==> src/rtl/scenario_sequencer.sv <==
// Stimulus sequencer feeding `top`: issues a start pulse and scenario code for one
// selected scenario or the whole regression list, each bounded by a completion window.
module scenario_sequencer #(
  parameter int unsigned DEL_CYCLES   = 50,
  parameter int unsigned BURSTN       = 16,
  parameter int unsigned START_CYCLES = 2
) (
  input  logic       clk,
  input  logic       reset,
  input  logic       go,
  input  logic       run_all,
  input  logic [4:0] scen_sel,
  input  logic       bus_done,
  output logic       start,
  output logic [4:0] state_out,
  output logic       busy,
  output logic       scen_done,
  output logic       timeout,
  output logic       err
);

  typedef enum logic [2:0] {S_IDLE, S_LOAD, S_START, S_WAIT, S_GAP} state_e;

  localparam int unsigned SLOT_CYCLES = DEL_CYCLES * BURSTN;
  localparam logic [3:0]  LAST_IDX    = 4'd8;
  localparam logic [15:0] START_LAST  = 16'(START_CYCLES - 1);

  // Window weight per scenario code; zero marks an invalid code.
  function automatic logic [2:0] weight_of(input logic [4:0] code);
    case (code)
      5'd0:                               weight_of = 3'd1;
      5'd2, 5'd3, 5'd5, 5'd7, 5'd8, 5'd9: weight_of = 3'd2;
      5'd6:                               weight_of = 3'd3;
      5'd4:                               weight_of = 3'd4;
      default:                            weight_of = 3'd0;
    endcase
  endfunction

  // Regression list is 0,2,3,...,9: every entry after the first skips code 1.
  function automatic logic [4:0] list_code(input logic [3:0] idx);
    list_code = (idx == 4'd0) ? 5'd0 : 5'(idx) + 5'd1;
  endfunction

  state_e      state_q, state_d;
  logic        go_q;
  logic        run_all_q, run_all_d;
  logic [4:0]  sel_q, sel_d;
  logic [3:0]  idx_q, idx_d;
  logic [15:0] cnt_q, cnt_d;
  logic [15:0] limit_q, limit_d;
  logic        start_q, start_d;
  logic [4:0]  state_out_q, state_out_d;
  logic        busy_q, busy_d;
  logic        scen_done_q, scen_done_d;
  logic        timeout_q, timeout_d;
  logic        err_q, err_d;

  logic        go_rise;
  logic [4:0]  code_w;

  assign go_rise = go & ~go_q;
  assign code_w  = run_all_q ? list_code(idx_q) : sel_q;

  // NOTE: every signal written here gets a default first so no path leaves it
  // unassigned, which would otherwise infer a latch.
  always_comb begin
    state_d     = state_q;
    run_all_d   = run_all_q;
    sel_d       = sel_q;
    idx_d       = idx_q;
    cnt_d       = cnt_q;
    limit_d     = limit_q;
    state_out_d = state_out_q;
    timeout_d   = timeout_q;
    start_d     = 1'b0;
    scen_done_d = 1'b0;
    err_d       = 1'b0;

    case (state_q)
      S_IDLE: begin
        if (go_rise) begin
          if (run_all) begin
            run_all_d = 1'b1;
            idx_d     = 4'd0;
            timeout_d = 1'b0;
            state_d   = S_LOAD;
          end else if (weight_of(scen_sel) != 3'd0) begin
            run_all_d = 1'b0;
            sel_d     = scen_sel;
            timeout_d = 1'b0;
            state_d   = S_LOAD;
          end else begin
            err_d = 1'b1;
          end
        end
      end
      S_LOAD: begin
        state_out_d = code_w;
        limit_d     = 16'(32'(weight_of(code_w)) * SLOT_CYCLES);
        cnt_d       = 16'd0;
        start_d     = 1'b1;
        state_d     = S_START;
      end
      S_START: begin
        if (cnt_q == START_LAST) begin
          cnt_d   = 16'd0;
          state_d = S_WAIT;
        end else begin
          cnt_d   = cnt_q + 16'd1;
          start_d = 1'b1;
        end
      end
      S_WAIT: begin
        // A done arriving on the final count still counts as completion.
        if (bus_done || (cnt_q == limit_q - 16'd1)) begin
          cnt_d       = 16'd0;
          scen_done_d = 1'b1;
          if (!bus_done) timeout_d = 1'b1;
          state_d     = S_GAP;
        end else begin
          cnt_d = cnt_q + 16'd1;
        end
      end
      S_GAP: begin
        if (run_all_q && (idx_q != LAST_IDX)) begin
          idx_d   = idx_q + 4'd1;
          state_d = S_LOAD;
        end else begin
          state_d = S_IDLE;
        end
      end
      default: state_d = S_IDLE;
    endcase

    busy_d = (state_d != S_IDLE);
  end

  // NOTE: sequential state uses non-blocking assignments so every register
  // samples the pre-edge values, independent of statement order.
  always_ff @(posedge clk) begin
    if (reset) begin
      state_q     <= S_IDLE;
      go_q        <= 1'b0;
      run_all_q   <= 1'b0;
      sel_q       <= 5'd0;
      idx_q       <= 4'd0;
      cnt_q       <= 16'd0;
      limit_q     <= 16'd0;
      start_q     <= 1'b0;
      state_out_q <= 5'd0;
      busy_q      <= 1'b0;
      scen_done_q <= 1'b0;
      timeout_q   <= 1'b0;
      err_q       <= 1'b0;
    end else begin
      state_q     <= state_d;
      go_q        <= go;
      run_all_q   <= run_all_d;
      sel_q       <= sel_d;
      idx_q       <= idx_d;
      cnt_q       <= cnt_d;
      limit_q     <= limit_d;
      start_q     <= start_d;
      state_out_q <= state_out_d;
      busy_q      <= busy_d;
      scen_done_q <= scen_done_d;
      timeout_q   <= timeout_d;
      err_q       <= err_d;
    end
  end

  assign start     = start_q;
  assign state_out = state_out_q;
  assign busy      = busy_q;
  assign scen_done = scen_done_q;
  assign timeout   = timeout_q;
  assign err       = err_q;

endmodule

==> config.mk <==
export PLATFORM = sky130hd
export DESIGN_NAME = scenario_sequencer
export DESIGN_NICKNAME = d
export VERILOG_FILES = /design/src/rtl/scenario_sequencer.sv
export SDC_FILE = /design/constraint.sdc
export NUM_CORES = 1
export LEC_CHECK = 0
export CAP_MARGIN = 20
export CORE_MARGIN = 2
export CORE_UTILIZATION = 60
export CTS_BUF_LIST = sky130_fd_sc_hd__clkbuf_8
export CTS_CLUSTER_SIZE = 30
export DETAILED_ROUTE_END_ITERATION = 8
export PLACE_DENSITY = 0.91
export RECOVER_POWER = 100
export SLEW_MARGIN = 25
export SYNTH_ARGS = -nofsm -noshare
export SYNTH_HDL_FRONTEND = slang
export SYNTH_SLANG_ARGS = --single-unit
==> constraint.sdc <==
create_clock -name clk -period 3.85 [get_ports clk]
set_clock_uncertainty 0.15 [all_clocks]
set_input_delay 0.385 -clock clk [delete_from_list [all_inputs] [get_ports clk]]
set_output_delay 0.385 -clock clk [all_outputs]
set_load 0.005 [all_outputs]
==> out/metrics.yaml, run 1 <==
sta:
  tns_ps: 0
  worst_slew_pin_slew_ps: 1380
  finalSetupViolations: 0
  finalCriticalPeriod_ps: 3030
  fmax_mhz: 330
  rsz0062_at_grt: "no"
  relSlewSlack: 0.0785
  drv_slew: 0
  final_hold_viol_count: 0
  period_share: 0.787
logic_synthesis:
  synthCells: 335
  synth.cell_area_um2: 2680
  yosysUniqueCellTypes: 50
  synthMuxAreaShare: 0.0224
  syn-num-nets: 354
  synth-simple-area-share: 0.262
  synth-edff-count: 0
  synth_top_family_by_area: "simple AND/OR/NAND/NOR gates"
  async_flop_share: 0
  synth_xor_xnor_area_share: 0.0491
  synth_compound_area_frac: 0.216
  synth-seq-area-share: 0.352
  ys.flop_type: "dfxtp_1"
  synth_adder_area_share: 0.0421
  ys.warnings.count: 0
  synth.ff_latch_count: 47
  syn_area_per_cell_um2: 7.99
detailed_routing:
  dr.first_iter.drc_count: 239
  drtPass1Iterations: 4
  vias: 2404
  drtAntennaViolNets: 0
  top_layer_used: "met4"
  wirelength_um: 5700
  routed-wl-met3_um: 324
  avgRoutedWirePerCell_um: 14.4
  wl_met1_um: 2500
  drc: 0
  viasPerCell: 6.09
  met2WireLength_um: 2760
critical_path:
  crit_end: "cnt_q[13]$_SDFFE_PP0P_"
  cpLargestDelayFamily: "compound AO/OA/AOI/OAI gates"
  cpPeakStageDelay_ps: 630
  cp-start-kind: "flip-flop"
  startpoint: "limit_q[7]$_SDFFE_PP0P_"
  r2r_start: "limit_q[7]$_SDFFE_PP0P_"
  r2r_setup_slack_ps: 820
  cp_max_fo: 16
  worstSetupPathType: "flip-flop to flip-flop"
  reg2reg_to: "cnt_q[13]$_SDFFE_PP0P_"
  path_cells: "or4_4 -> nor4_2 -> a2bb2oi_1 -> a21o_1 -> o31ai_4 -> a21oi_1 -> a221o_1"
  r2r_cells: 7
  required_ps: 3890
  worstSetupEndpointType: "flip-flop"
  cp.depth: 7
  slowest_stage: "o31ai_4"
  cp.arrival_ps: 3070
  crit_buf_inv: 0
cells_and_area:
  regArea_um2: 941
  finalCoreUtilization: 0.679
  layout-drive-gt1-share: 0.0525
  instances_no_fill: 395
  area.growth.synth_to_final_pct: 9.72
  diodes: 0
  fin_nets: 362
  fillerInstances: 364
  finish.instance_area_um2: 2940
  multi_input_area_um2: 1580
placement:
  placed_cells: 388
  routabilityCongestion: 0.856
  place_hpwl_um: 4100
  numPortBuffers: 19
  place_area_um2: 2860
global_route:
  antenna_found_initial: 0
  grt_usage: 0.238
  grt_start_max_net_pins: 34
  grt_pass1_vias: 2161
  gr-total-overflow: 0
  grt_pass1_wl_um: 9750
clock_network:
  clock-sinks: 47
  cts_root_buf: "clkbuf_8"
  path_clk_slew_ps: 80
  cts_buffers: 5
  clkLatencyLatePin_ps: 310
  cts_tree: "done"
  cts_hold_buf: 0
  cts.path.max_buffers: 2
  cts_resized: 0
  post-cts-setup-buffers: 0
  h-tree-depth: 2
die:
  rows: 24
  die_w_um: 70.8
  core_area_um2: 4320
  design.die.area_um2: 5010
  dieHeight_um: 70.8
  initial_core_util: 0.619
  io_pins: 20
job:
  max_cap_viol_count: 0
power_and_ir_drop:
  ir_drop_uv: 248
  cellLeakagePower_nw: 1.10
  power.density_nw_per_um2: 330
status:
  status: "finished clean"
worst_hold_path:
  hold_path_class: "flip-flop to flip-flop"
[placed cells by master, fill, tap and decap left out, types with 5 or more instances in the layout]
cell             count
dfxtp_1             47
nand2_1             40
nor2_1              35
a21oi_1             18
inv_1               15
nand2b_1            12
o21ai_0             11
dlygate4sd3_1       11
nand3_1              9
a21o_1               9
ha_1                 9
xnor2_1              8
a211oi_1             8
clkdlybuf4s50_1      8
xor2_1               7
nor3_1               7
a221oi_1             7
mux2i_1              6
a31oi_1              6
clkbuf_8             6
nor2b_1              5
and3_1               5
or2_2                5
[routing by layer]
layer,track usage,vias up
met2,0.387,80
met4,0.0922,0
met1,0.308,1114
met5,0,-
li1,-,1197
met3,0.0541,13
[metrics by stage]
| stage | hold WS, ps | setup WS, ps | power [mW] |
|---|---|---|---|
| 2_1_floorplan | 299 | 1320 | 0.630 |
| 3_3_place_gp | 299 | 1010 | 0.670 |
| 3_5_place_dp | 310 | 938 | 0.677 |
| 4_1_cts | 327 | 920 | 0.975 |
| 5_1_grt | 339 | 635 | 1.01 |
| 6_report | 320 | 820 | 0.969 |
[synthesized netlist by cell type, types with 4 or more instances]
master | instances | share of area
nand4_1 | 4 | 0.0093
xor2_1 | 7 | 0.023
nor3_1 | 7 | 0.013
a21oi_1 | 17 | 0.032
xnor2_1 | 8 | 0.026
nor2b_1 | 5 | 0.012
inv_1 | 15 | 0.021
a211oi_1 | 8 | 0.022
nor3b_1 | 4 | 0.011
clkbuf_1 | 19 | 0.027
nand3_1 | 9 | 0.017
a221o_1 | 4 | 0.015
and3_1 | 5 | 0.012
or2_2 | 5 | 0.012
nand2b_1 | 12 | 0.028
mux2i_1 | 6 | 0.022
a31oi_1 | 6 | 0.014
ha_1 | 9 | 0.042
o21ai_0 | 11 | 0.021
nor4_1 | 4 | 0.0093
a21o_1 | 9 | 0.025
nor2_1 | 35 | 0.049
dfxtp_1 | 47 | 0.35
nand2_1 | 40 | 0.056
a221oi_1 | 7 | 0.023
[state kept, by name (all words and copies together), names as in the netlist]
register   count
timeout        1
scen_done      1
start          1
sel_q          5
idx_q          4
limit_q        7
state_q        3
go_q           1
cnt_q         16
err            1
run_all_q      1
busy           1
state_out      5
[power breakdown]
part	switching (mW)	internal (mW)	total (mW)	leakage, nW
combinational	0.0823	0.0627	0.145	0.674
clock	0.166	0.141	0.307	0.0470
sequential	0.0169	0.500	0.517	0.381
total	0.265	0.704	0.969	1.10
[worst min path at each step]
stage,start,to,cells past startpoint
6_report,state_out[3]$_SDFFE_PP0P_,state_out[3]$_SDFFE_PP0P_,2
5_1_grt,state_out[3]$_SDFFE_PP0P_,state_out[3]$_SDFFE_PP0P_,2
4_1_cts,state_out[2]$_SDFFE_PP0P_,state_out[2]$_SDFFE_PP0P_,2
3_5_place_dp,state_out[2]$_SDFFE_PP0P_,state_out[2]$_SDFFE_PP0P_,2
3_3_place_gp,state_out[3]$_SDFFE_PP0P_,state_out[3]$_SDFFE_PP0P_,2
2_1_floorplan,cnt_q[15]$_SDFFE_PP0P_,cnt_q[15]$_SDFFE_PP0P_,2
[area by class of cell]
class,count,area share
clock buffer,6,0.0281
clock inverter,1,0.00170
inverter,15,0.0192
multi-input combinational,252,0.539
sequential,47,0.320
tap,52,0.0222
timing repair buffer,22,0.0699
[worst register-to-register path, cell delays in order (launching register included)]
cell	delay, ps
dfxtp_1	370
or4_4	580
nor4_2	250
a2bb2oi_1	100
a21o_1	230
o31ai_4	630
a21oi_1	250
a221o_1	350
[logic make-up (layout without fill, tap and decap cells)]
family                     after synthesis  after routing
xor gates and xnor gates                15             15
buffers and inverters                   36             44
adders and majority gates                9              9
DFF                                     47             47
AOI/OAI and AO/OA                       81             81
muxes                                    6              6
and+or+nand+nor                        141            141
(Power assumes the default switching activity.)
==> run 2: changes to the inputs <==
Clock period 3.85 ns to 2.8 ns, I/O delays scaled along.
==> run 2 against run 1 <==
Global-route usage rose by 0.59 points. Final cell count rose by 3.0%. Clock power rose by 34%. Via count rose by 1.1%. First-iteration DRC count fell by 39%. Fmax rose by 14%. Non-clock buffer count rose by 11. Core utilization rose by 2.9 points. Setup slack got worse by 680 ps. Sequential cell count did not move. Register-to-register slack got worse by 680 ps.
==> out/metrics.yaml, run 2 (synthesized netlist as in run 1, its figures left out) <==
status:
  status: "finished clean"
critical_path:
  reg2reg_to: "cnt_q[10]$_SDFFE_PP0P_"
  cp.arrival_ps: 2710
  required_ps: 2860
  worstSetupPathType: "flip-flop to flip-flop"
  worstSetupEndpointType: "flip-flop"
  cp_max_fo: 8
  r2r_cells: 9
  r2r_start: "limit_q[8]$_SDFFE_PP0P_"
  cp-start-kind: "flip-flop"
  r2r_setup_slack_ps: 140
placement:
  numPortBuffers: 19
  place_hpwl_um: 4240
  routabilityCongestion: 0.941
global_route:
  antenna_found_initial: 0
  grt_start_max_net_pins: 29
  grt_pass1_wl_um: 10100
  grt_pass1_vias: 2301
  gr-total-overflow: 0
  grt_usage: 0.244
clock_network:
  h-tree-depth: 2
  clock-sinks: 47
  cts_buffers: 5
  cts.path.max_buffers: 2
  path_clk_slew_ps: 90
  cts_root_buf: "clkbuf_8"
  cts_tree: "done"
  clkLatencyLatePin_ps: 310
worst_hold_path:
  hold_depth: 2
  min_from: "state_out[2]$_SDFFE_PP0P_"
  hold_path_end: "state_out[2]$_SDFFE_PP0P_"
  hold_path_class: "flip-flop to flip-flop"
detailed_routing:
  viasPerCell: 5.97
  avgRoutedWirePerCell_um: 14.8
  dr.first_iter.drc_count: 145
  wirelength_um: 6010
  drtAntennaViolNets: 0
  drtPass1Iterations: 4
  drc: 0
  vias: 2431
cells_and_area:
  top_register: "cnt_q"
  final_common_cell: "dfxtp_1"
  fin_nets: 373
  layout-drive-gt1-share: 0.113
  fillerInstances: 338
  diodes: 0
  reg_top3: "cnt_q (16), limit_q (7)"
  area.growth.synth_to_final_pct: 14.4
  largest_register_ffs: 16
  layout_common_cells: "dfxtp_1, nand2_1, nor2_1"
sta:
  fmax_mhz: 376
  period_share: 0.949
  holdWs_ps: 309
  relSlewSlack: 0.567
  final_hold_viol_count: 0
  finalSetupViolations: 0
  drv_slew: 0
  worst_slew_pin_slew_ps: 649
  finalCriticalPeriod_ps: 2660
power_and_ir_drop:
  ir_drop_uv: 247
  power.density_nw_per_um2: 439
  finalPower_mw: 1.34
  cellLeakagePower_nw: 1.16
die:
  dieHeight_um: 70.8
  io_pins: 20
  core_area_um2: 4320
  rows: 24
  die_w_um: 70.8
  design.die.area_um2: 5010
  initial_core_util: 0.619
job:
  max_cap_viol_count: 0
run 2: worst max-delay path by stage:
stage / startpoint / endpoint / depth (start not counted)
final: limit_q[8]$_SDFFE_PP0P_ / cnt_q[10]$_SDFFE_PP0P_ / 9
after CTS: idx_q[0]$_SDFFE_PP0P_ / limit_q[11]$_SDFFE_PP0P_ / 13
after global routing: idx_q[0]$_SDFFE_PP0P_ / limit_q[11]$_SDFFE_PP0P_ / 13
after floorplan: idx_q[0]$_SDFFE_PP0P_ / limit_q[11]$_SDFFE_PP0P_ / 13
after detailed placement: idx_q[0]$_SDFFE_PP0P_ / limit_q[11]$_SDFFE_PP0P_ / 13
after global placement: idx_q[0]$_SDFFE_PP0P_ / limit_q[11]$_SDFFE_PP0P_ / 13
run 2: power by group:
group          internal, mW  switching (mW)  total [mW]
clock network         0.174           0.238       0.412
logic                 0.101           0.129       0.230
registers             0.686          0.0154       0.702
run 2: critical path, cell delays in order (launching register included):
cell and delay [ps]:
dfxtp_1 340, or4_4 540, nor4_2 280, a2bb2oi_1 100, a21o_1 230, o31ai_4 310
buf_4 210, buf_4 150, a221oi_1 80, a21o_1 160
run 2: layout make-up:
class | count | area (um^2) | area share
well taps | 52 | 65.1 | 0.0213
clock inverters | 3 | 20.0 | 0.00654
clock buffers | 5 | 68.8 | 0.0225
repair buffers | 33 | 292 | 0.0953
inverters | 15 | 56.3 | 0.0184
multi-input cells | 252 | 1610 | 0.527
flip-flops and latches | 47 | 945 | 0.309
run 2: per-stage QoR:
| step | cell area, um^2 | std cells | util | setup WS [ps] | setup TNS [ps] |
|---|---|---|---|---|---|
| 2_1_floorplan | 2680 | 335 | - | 270 | 0 |
| 3_3_place_gp | 2930 | 397 | 0.677 | 194 | 0 |
| 3_5_place_dp | 2930 | 397 | 0.677 | 63.7 | 0 |
| 4_1_cts | 3020 | 405 | 0.698 | 41.1 | 0 |
| 5_1_grt | 3060 | 407 | 0.708 | -97.8 | -101 |
| 6_report | 3060 | 407 | 0.708 | 143 | 0 |
run 2: timing repair:
item / CTS / global route
endpoints found under the hold margin: 0 / 0
gates resized for setup: 0 / 10
hold buffers: 0 / 0
buffers inserted: 0 / 2
setup endpoints to repair: 0 / 3
run 2: layer usage:
metal	up-vias	GRT usage	share of wire
met5	-	0	0
li1	1225	-	-
met3	9	0.0541	0.043
met2	55	0.430	0.51
met4	0	0.0797	0.013
met1	1142	0.295	0.43
==> run 3: changes to the inputs <==
Settings changed: CORE_UTILIZATION 60 to 40, PLACE_DENSITY 0.91 to 0.68.
==> run 3 against run 2 <==
Sequential cell count is the same. Power shrank 0.37%. Final cell count grew 6.4%. Non-clock buffer count grew 1. Via count shrank 1.3%. Worst hold slack gained 4.5 ps. Combinational power shrank 3%. Core utilization shrank 23 points. Sequential share of layout area shrank 0.30 points. Clock-buffer cell count is the same. Sequential power is essentially flat.
==> out/metrics.yaml, run 3 (synthesized netlist as in run 1, its figures left out) <==
sta:
  relSlewSlack: 0.665
  fmax_mhz: 383
  setup_ws_ps: 190
  finalSetupViolations: 0
  worst_slew_pin_slew_ps: 503
  drv_slew: 0
  finalCriticalPeriod_ps: 2610
  rsz0062_at_grt: "yes"
  period_share: 0.932
  final_hold_viol_count: 0
  tns_ps: 0
global_route:
  grt_start_max_net_pins: 32
  grt_pass1_wl_um: 10500
  antenna_found_initial: 0
  grt_usage: 0.174
  gr-total-overflow: 0
  grt_pass1_vias: 2270
cells_and_area:
  layout_common_cells: "dfxtp_1, nand2_1, nor2_1"
  top_register: "cnt_q"
  final_common_cell: "dfxtp_1"
  layout-drive-gt1-share: 0.107
  reg_top3: "cnt_q (16), limit_q (7)"
  area.growth.synth_to_final_pct: 15.3
  largest_register_ffs: 16
  finish.instance_area_um2: 3090
  diodes: 0
  fin_nets: 374
critical_path:
  worstSetupPathType: "flip-flop to flip-flop"
  cp-start-kind: "flip-flop"
  worstSetupEndpointType: "flip-flop"
  required_ps: 2880
  cp_max_fo: 5
  cp.arrival_ps: 2690
clock_network:
  cts_buffers: 5
  clock-sinks: 47
  path_clk_slew_ps: 90
  h-tree-depth: 2
  clkLatencyLatePin_ps: 300
  cts_root_buf: "clkbuf_8"
  cts_tree: "done"
  cts.path.max_buffers: 2
detailed_routing:
  viasPerCell: 5.54
  dr.first_iter.drc_count: 135
  wirelength_um: 5860
  vias: 2400
  drtPass1Iterations: 4
  drc: 0
  drtAntennaViolNets: 0
  avgRoutedWirePerCell_um: 13.5
die:
  dieHeight_um: 85.8
  design.die.area_um2: 7360
  initial_core_util: 0.417
  rows: 29
  core_area_um2: 6420
  die_w_um: 85.8
  io_pins: 20
placement:
  place_area_um2: 2950
  pre_cts_slack_ps: 74.1
  place_hpwl_um: 4260
  numPortBuffers: 19
  routabilityCongestion: 0.877
status:
  status: "finished clean"
power_and_ir_drop:
  cellLeakagePower_nw: 1.17
  power.density_nw_per_um2: 434
  ir_drop_uv: 195
  finalPower_mw: 1.34
job:
  max_cap_viol_count: 0
worst_hold_path:
  hold_path_class: "flip-flop to flip-flop"
## run 3: cell types whose count changed in the layout (fill, tap and decap cells not counted), sizes merged
cell / delta
inv: +2
buf: +2
clkinvlp: -1
clkbuf: -1
clkinv: -1
## run 3: per-stage QoR
| step | util | cells | hold slack [ps] |
|---|---|---|---|
| floorplan | - | 335 | 258 |
| global placement | 0.460 | 421 | 300 |
| detailed placement | 0.460 | 421 | 305 |
| CTS | 0.473 | 429 | 321 |
| global route | 0.481 | 433 | 348 |
| finish | 0.481 | 433 | 313 |
## run 3: final timing paths
kind / from / end / slack, ps / cells after the start
hold reg to reg: state_out[3]$_SDFFE_PP0P_ / state_out[3]$_SDFFE_PP0P_ / 310 / 2
setup reg to reg: idx_q[0]$_SDFFE_PP0P_ / limit_q[11]$_SDFFE_PP0P_ / 190 / 13
hold / removal: state_out[3]$_SDFFE_PP0P_ / state_out[3]$_SDFFE_PP0P_ / 310 / 2
setup / recovery: idx_q[0]$_SDFFE_PP0P_ / limit_q[11]$_SDFFE_PP0P_ / 190 / 13
## run 3: critical path: stages (launching register included)
cell and delay (ps):
dfxtp_2 350, inv_1 60, ha_1 170, nor3b_2 220, nor3_1 80, a21oi_1 270, nor2_1 70, o311a_1 390
inv_1 80, ha_1 220, inv_1 60, ha_1 160, xnor2_1 80, a211oi_1 180
## run 3: what timing repair did
| item | CTS | global route |
|---|---|---|
| resized for setup | 0 | 6 |
| buffers inserted | 0 | 4 |
| setup endpoints to repair | 0 | 8 |
| hold buffers | 0 | 0 |
## run 3: metal layers
metal  part of all wire  vias up  GRT usage  wire length [um]
met4             0.0094        0     0.0418                55
met1               0.46     1125      0.225              2690
li1                   -     1225          -                 -
met3              0.042        6     0.0452               248
met5                  0        -          0                 0
met2               0.49       44      0.289              2860
## run 3: layout make-up
type / count / area [um^2]
Tap cell: 77 / 96.3
Timing Repair Buffer: 34 / 303
Sequential cell: 47 / 943
Fill cell: 637 / 3340
Clock inverter: 3 / 20.0
Multi-Input combinational cell: 252 / 1600
Clock buffer: 5 / 68.8
Inverter: 15 / 56.3
## run 3: where the power goes
part | internal, mW | switching [mW]
logic | 0.100 | 0.124
registers | 0.687 | 0.0149
clock network | 0.176 | 0.236
